**src/rtl/mux_piso_sequencer.sv**
```systemverilog
// Parallel-to-serial front end for the WIDTH:1 index mux. It holds a captured
// word stable on `word` and walks `sel` through every index, one index per
// accepted serial beat. It frames the selected bit with valid/ready/last.
//
// state | meaning
// IDLE  | ready for a new word; no serial beat is presented
// SHIFT | word held; presenting word[sel] until the last beat is accepted
module mux_piso_sequencer #(
  parameter int N         = 4,
  parameter int WIDTH     = 2**N,
  parameter bit MSB_FIRST = 1'b0
) (
  input  logic             clk,
  input  logic             rst_n,
  input  logic [WIDTH-1:0] in_data,
  input  logic             in_valid,
  output logic             in_ready,
  output logic [WIDTH-1:0] word,
  output logic [N-1:0]     sel,
  output logic             ser_out,
  output logic             ser_valid,
  output logic             ser_last,
  input  logic             ser_ready
);

  localparam logic [N-1:0] START_SEL = MSB_FIRST ? {N{1'b1}} : {N{1'b0}};
  localparam logic [N-1:0] LAST_CNT  = {N{1'b1}};

  typedef enum logic {
    IDLE  = 1'b0,
    SHIFT = 1'b1
  } state_t;

  state_t           r_state;
  state_t           w_state_nxt;
  logic [WIDTH-1:0] r_word;
  logic [N-1:0]     r_sel;
  logic [N-1:0]     r_count;
  logic             w_capture;
  logic             w_beat;
  logic             w_last;

  assign w_last  = (r_count == LAST_CNT);
  assign word    = r_word;
  assign sel     = r_sel;
  assign ser_out = r_word[r_sel];

  // State register; a synchronous reset aborts any word in flight.
  always_ff @(posedge clk) begin
    if (!rst_n) r_state <= IDLE;
    else        r_state <= w_state_nxt;
  end

  // Next-state decode and handshake outputs.
  always_comb begin
    w_state_nxt = r_state;
    in_ready    = 1'b0;
    ser_valid   = 1'b0;
    ser_last    = 1'b0;
    w_capture   = 1'b0;
    w_beat      = 1'b0;
    case (r_state)
      IDLE: begin
        in_ready = 1'b1;
        if (in_valid) begin
          w_capture   = 1'b1;
          w_state_nxt = SHIFT;
        end
      end
      SHIFT: begin
        ser_valid = 1'b1;
        ser_last  = w_last;
        if (ser_ready) begin
          w_beat = 1'b1;
          if (w_last) w_state_nxt = IDLE;
        end
      end
      default: w_state_nxt = IDLE;
    endcase
  end

  // Word capture and index stepping; everything freezes while the beat is stalled.
  always_ff @(posedge clk) begin
    if (!rst_n) begin
      r_word  <= {WIDTH{1'b0}};
      r_sel   <= START_SEL;
      r_count <= {N{1'b0}};
    end else if (w_capture) begin
      r_word  <= in_data;
      r_sel   <= START_SEL;
      r_count <= {N{1'b0}};
    end else if (w_beat) begin
      if (w_last) begin
        r_sel   <= START_SEL;
        r_count <= {N{1'b0}};
      end else begin
        r_sel   <= MSB_FIRST ? (r_sel - N'(1)) : (r_sel + N'(1));
        r_count <= r_count + N'(1);
      end
    end
  end

endmodule

```
**config.mk**
```make
export PLATFORM = sky130hd
export DESIGN_NAME = mux_piso_sequencer
export DESIGN_NICKNAME = d
export VERILOG_FILES = /design/src/rtl/mux_piso_sequencer.sv
export SDC_FILE = /design/constraint.sdc
export NUM_CORES = 1
export LEC_CHECK = 0
export BUFFER_PORTS_ARGS = -buffer_cell sky130_fd_sc_hd__buf_4
export CAP_MARGIN = 40
export CORE_MARGIN = 8
export CORE_UTILIZATION = 43
export DETAILED_ROUTE_END_ITERATION = 12
export PLACE_DENSITY_LB_ADDON = 0.2
export SYNTH_ARGS = -nofsm -noshare
export SYNTH_HDL_FRONTEND = slang
export SYNTH_SLANG_ARGS = --single-unit
```
**constraint.sdc**
```tcl
create_clock -name clk -period 1.5 [get_ports clk]
set_clock_uncertainty 0.1 [all_clocks]
set_input_delay 0.075 -clock clk [delete_from_list [all_inputs] [get_ports clk]]
set_output_delay 0.075 -clock clk [all_outputs]
set_load 0.02 [all_outputs]
```
[Word-level counts from Yosys, hierarchy flattened]
Index checks and enable logic that the tools add are counted.
Cells by class
  order comparisons: 1
  reductions and logical operators: 1
  add/sub/neg operators: 2
  multiplexer cells: 14
  bitwise gates (word level): 2
  equality and inequality tests: 1
  divide/modulo/power cells: 0
  multiply operators: 0
  shifts and indexed selects: 0
Operators with widths (count)
  1-bit 2-to-1 mux: 10
  4-bit by 1-bit adder with 4-bit output (second input constant): 2
  4-bit 2-to-1 mux: 2
  4-bit by 5-bit less-than comparator with 1-bit output (second input constant): 1
  1-bit binary-select mux with 4-bit select: 1
  4-bit == test (second input constant): 1
  1-bit NOT: 2
  1-bit case mux with 2 select lines: 1
  2-bit OR reduction: 1
Word-level totals
  memories: 0
  logic and storage cells: 25
  output and inout bits: 24
  input port bits: 20
  bits in registers: 25
  bits in writable memories: 0
  memory bits (read-only): 0
  latch bits: 0

[Depth between registers and ports, before layout]
  word-level depth: 4
  gate-level depth with buffers: 6
  mapped depth without buffers: 5

[Least setup slack after synthesis]
OpenSTA, ideal clock, no wires.
  kind: reg2out
  start point: reg r_sel[0] (netlist: sel[0])
  end point: out ser_out
  path buffers: 1
  slack: -223 ps
  cell stages (with the launch flop): 6
  arrival: 1548 ps
  required time: 1325 ps
  cells stage by stage: dfxtp_1 > buf_6 > mux4_2 > nor2b_4 > a211oi_2 > a21oi_1
On the way
  word-level cells in the longest chain between the ends: 2
RTL lines
  start: declaration: RTL line 37  | logic [N-1:0] r_sel;
  start signal: assignment: RTL line 97  | r_sel <= MSB_FIRST ? (r_sel - N'(1)) : (r_sel + N'(1));
  1-bit binary-select mux with 4-bit select: RTL line 46  | assign ser_out = r_word[r_sel];
  1-bit 2-to-1 mux (not written as such): RTL line 46
  end: declaration: RTL line 20  | output logic ser_out,
No other way between the ends. The select of a mux whose other input is x is not followed.

[Final worst setup path]
Ends and elaborated chain as after synthesis.

==> run summary <==
The number of enable flip-flop cells after synthesis came out at 0. The clock root buffer is clkbuf_4. After synthesis, the share of flip-flops with an asynchronous set or reset is 0%.

The number of global-route vias before repair came out at 1236. TritonCTS built the clock tree. The placement-stage worst setup slack came out at -0.0468 ns.

Summed over all layers, the routed wires come to 3310 µm. The distinct cell type count of the synthesized netlist is 28. The DRC violation total after the first TritonRoute iteration is 53. Along the worst path, the maximum fanout reaches 5. The checks that failed: negative setup slack. The post-synthesis sequential area ratio came out at 44.0%. The power per cell area is between 700 and 800 nW/µm². The tightest min-delay check is of the in -> reg type.

Setup repair after global routing could not meet its margin everywhere. Row generation in the floorplan step produced 18 rows. The global routing met2 resource utilization came out at between 20% and 30%. The met1 track utilization from global routing came out at between 10% and 20%. Routability-driven placement finished with a final weighted congestion of between 0.7 and 0.8. The number of setup violations in the final report came out at 1. The total via count in the routed design is around 1200. The critical path buffer and inverter count came out at 1.

The half-perimeter wire length after placement is around 2200 µm. The transition time at the pin with the least slew margin is approximately 0.32 ns. The number of buffers created by CTS came out at 3. Timing would allow up to approximately 530 MHz. The net count of the finished layout came out at about 220.

The biggest area contributor in the post-synthesis netlist is dfxtp_1. Global routing consumed, on the met3 layer, slightly above 4% of the routing resources. The floorplan die height came out at 67.4 µm. The tightest slew margin relative to the limit came out at between 70 and 80%.

The cell count along the critical path came out at 5. The average wire per standard cell is roughly 15 µm. The worst setup path is captured at an output pin. The worst reg-to-reg setup slack is roughly 0.030 ns. The gate count after technology mapping is around 130. The first-pass iteration count of the detailed router is 4. In this run the critical register-to-register path is captured at sel[3]$_SDFFE_PP0P_. The layout-stage area growth over the synthesis result is 58.9%. Among cell families on the critical path, the largest total delay comes from multiplexers.

The number of sinks driven by the clock tree is 25. Once detail routing completed, the nets flagged for antenna violations numbered 0. The clock network latency to the later pin of the worst-skew pair came out at between 0.3 and 0.4 ns. The initial utilization of the core area, before any placement, comes to 45.5%. The logic depth of the worst register-to-register path is 4. The most used flip-flop cell after synthesis is dfxtp_1. The number of max-slew violations in the final report is 0. The flow ran to the end, but the final reports show violations.

STA classifies the critical path startpoint as a flip-flop. The share of layout cells above drive strength 1 is 37.8%. For this design the static power due to leakage is between 0.7 and 0.8 nW.

The post-synthesis register bit count is 25. The DRC violations left came out at 0. From left edge to right edge, the die measures a little under 70 µm. Ranked by total cell area, the synthesized netlist is headed by dfxtp_1 44%, nand2_1 13%, mux4_2 7.9%. The time the final worst path needs with I/O delays and setup is approximately 1.9 ns. The power after layout came out at approximately 1.3 mW. The worst setup margin is -0.379 ns. The total area of multi-input combinational cells is around 630 µm². The worst setup path startpoint is sel[0]$_SDFFE_PP0P_. The die covers approximately 4500 µm². Each instance of the synthesized netlist takes up on average around 9 µm². Counting every net in the synthesized netlist gives around 150.

The port buffer count came out at 43. The post-detailed-route via-to-cell ratio came out at slightly above 5. Summing every instance area after synthesis gives 1140 µm². The total routing resource utilization after global routing came out at 15.1%. The maximum level of the CTS H-tree came out at 1.

The startpoint identified for the worst register-to-register timing path is sel[0]$_SDFFE_PP0P_. The total overflow left after global routing is 0. The flip-flop and latch area came out at 510 µm². In this run the most used layer during global routing was met2. Once layout is complete, the utilization of the core stands at 72.3%. For this run, the number of Yosys warnings is 0. The CTS clock-pin slew for the worst setup and hold paths is ~0.13 ns. The count of fill cells added during filler insertion came out at 180. Entering global routing, the biggest net connects 19 pins. Across the run, the number of max-cap violations was 0.

In this design, the stage delay of the slowest critical-path cell is 0.49 ns. The first-pass GRT wire length came out at roughly 5400 µm. Traced cell by cell, the critical path runs through mux4_2 -> nor2b_4 -> a211oi_2 -> a21oi_2 -> buf_6. In this run the count of I/O pins placed on the die edge is 44. The area share of the largest cell type after synthesis is roughly 44%. The largest individual stage delay along the critical path comes from the cell mux4_2. The number of antenna violations at the first check in global routing came out at 0. Following the worst setup path forward leads to its endpoint at ser_out. The final hold violation count is 0. The clock tree buffer depth came out at 2. The final clock period utilization by the worst path came out at 125%. STA puts the critical path data arrival time at approximately 1.7 ns.

The antenna cell count came out at 0. The worst voltage drop across the vdd grid is 0.465 mV. The required arrival time at the worst endpoint came out at ~1.3 ns. The worst setup path is of the reg -> out kind. The core outline area came out at 2500 µm².
[layout by cell type, fill, tap and decap left out]
cell	netlist	layout
clkbuf_4	0	3
ha_4	0	1
buf_6	2	2
a41oi_1	1	1
and3_4	0	1
nor3_1	2	2
mux2i_1	1	1
nand2_1	38	38
dfxtp_4	0	2
inv_1	1	1
mux4_2	4	4
a21boi_1	9	9
dfxtp_1	25	21
a211oi_2	1	1
dfxtp_2	0	2
nand3_1	1	1
buf_4	0	51
clkbuf_1	2	1
nor2_1	5	5
nor3b_1	1	1
and2_1	2	1
nor2b_4	1	1
xor2_1	1	1
o21ai_0	3	3
nor4b_2	0	1
a21oi_2	0	2
a21boi_0	7	7
nor2b_1	2	2
and2_4	0	1
a31o_2	1	1
dlygate4sd3_1	0	19
a21oi_1	8	6
ha_1	2	1
a311oi_2	0	1
or4_1	1	1
[layout make-up]
type,count,share of cell area [%]
clock buffer,4,1.45
sequential,25,28.3
tap,30,2.08
multi-input combinational,94,35.0
timing repair buffer,72,33.0
inverter,1,0.208
[routing by layer]
metal / wire length (µm) / part of all wire, %
met1: 1340 / 40
met3: 208 / 6.3
met2: 1740 / 53
met5: 0 / 0
met4: 25 / 0.75
[Yosys cell counts, types with 2 or more instances]
| library cell | instances |
|---|---|
| clkbuf_1 | 2 |
| and2_1 | 2 |
| ha_1 | 2 |
| a21boi_0 | 7 |
| o21ai_0 | 3 |
| dfxtp_1 | 25 |
| a21boi_1 | 9 |
| nor3_1 | 2 |
| buf_6 | 2 |
| nor2_1 | 5 |
| mux4_2 | 4 |
| nand2_1 | 38 |
| a21oi_1 | 8 |
| buf_2 | 2 |
| nor2b_1 | 2 |
[power by group]
group          switching (mW)  internal [mW]  leakage (nW)
clock network           0.197          0.104        0.0150
logic                   0.132          0.155         0.539
registers              0.0270          0.691         0.207
total                   0.356          0.950         0.761
[worst register-to-register path, stage by stage, from the launching register on]
cell and delay [ns]:
dfxtp_4 0.41, buf_4 0.14, nand3_1 0.09, or4_1 0.55
a21oi_2 0.13
[sequential cells by signal, summed over array words and instances (netlist names)]
name,cells
sel,4
r_count,4
r_state,1
word,16
[cells by family after synthesis]
group / share of synthesized area, %
compound gates: 18.8
xor+xnor: 0.770
fa+ha+maj: 2.20
buf+inv: 3.85
flops: 44.0
mux: 8.80
simple gates: 21.6
[stage by stage]
stage / hold slack [ns] / TNS, ns / area (µm²) / std cells
6_report: 0.0762 / -0.379 / 1810 / 226
5_1_grt: 0.0575 / -0.514 / 1810 / 226
4_1_cts: 0.0239 / -0.408 / 1780 / 226
3_5_place_dp: 0.233 / -0.0468 / 1530 / 200
3_3_place_gp: 0.223 / -0.0287 / 1530 / 200
2_1_floorplan: 0.110 / -0.0456 / 1150 / 126
[timing repair]
action / 4_1_cts / 5_1_grt
gates resized for setup: 4 / 5
endpoints found under the hold margin: 17 / 0
pin swaps: 1 / 0
setup buffers: 3 / 0
endpoints found under the setup margin: 2 / 5
hold buffers: 19 / 0
[worst min-delay path by stage]
stage	startpoint	slack, ns	cells past startpoint	to
after CTS	ser_ready	0.02	4	sel[3]$_SDFFE_PP0P_
after detailed placement	in_data[2]	0.23	3	word[2]$_SDFFE_PN0P_
final	ser_ready	0.08	4	sel[3]$_SDFFE_PP0P_
after global routing	ser_ready	0.06	4	sel[3]$_SDFFE_PP0P_
after floorplan	in_data[0]	0.11	2	word[0]$_SDFFE_PN0P_
after global placement	in_data[2]	0.22	3	word[2]$_SDFFE_PN0P_
(Power assumes the default switching activity.)
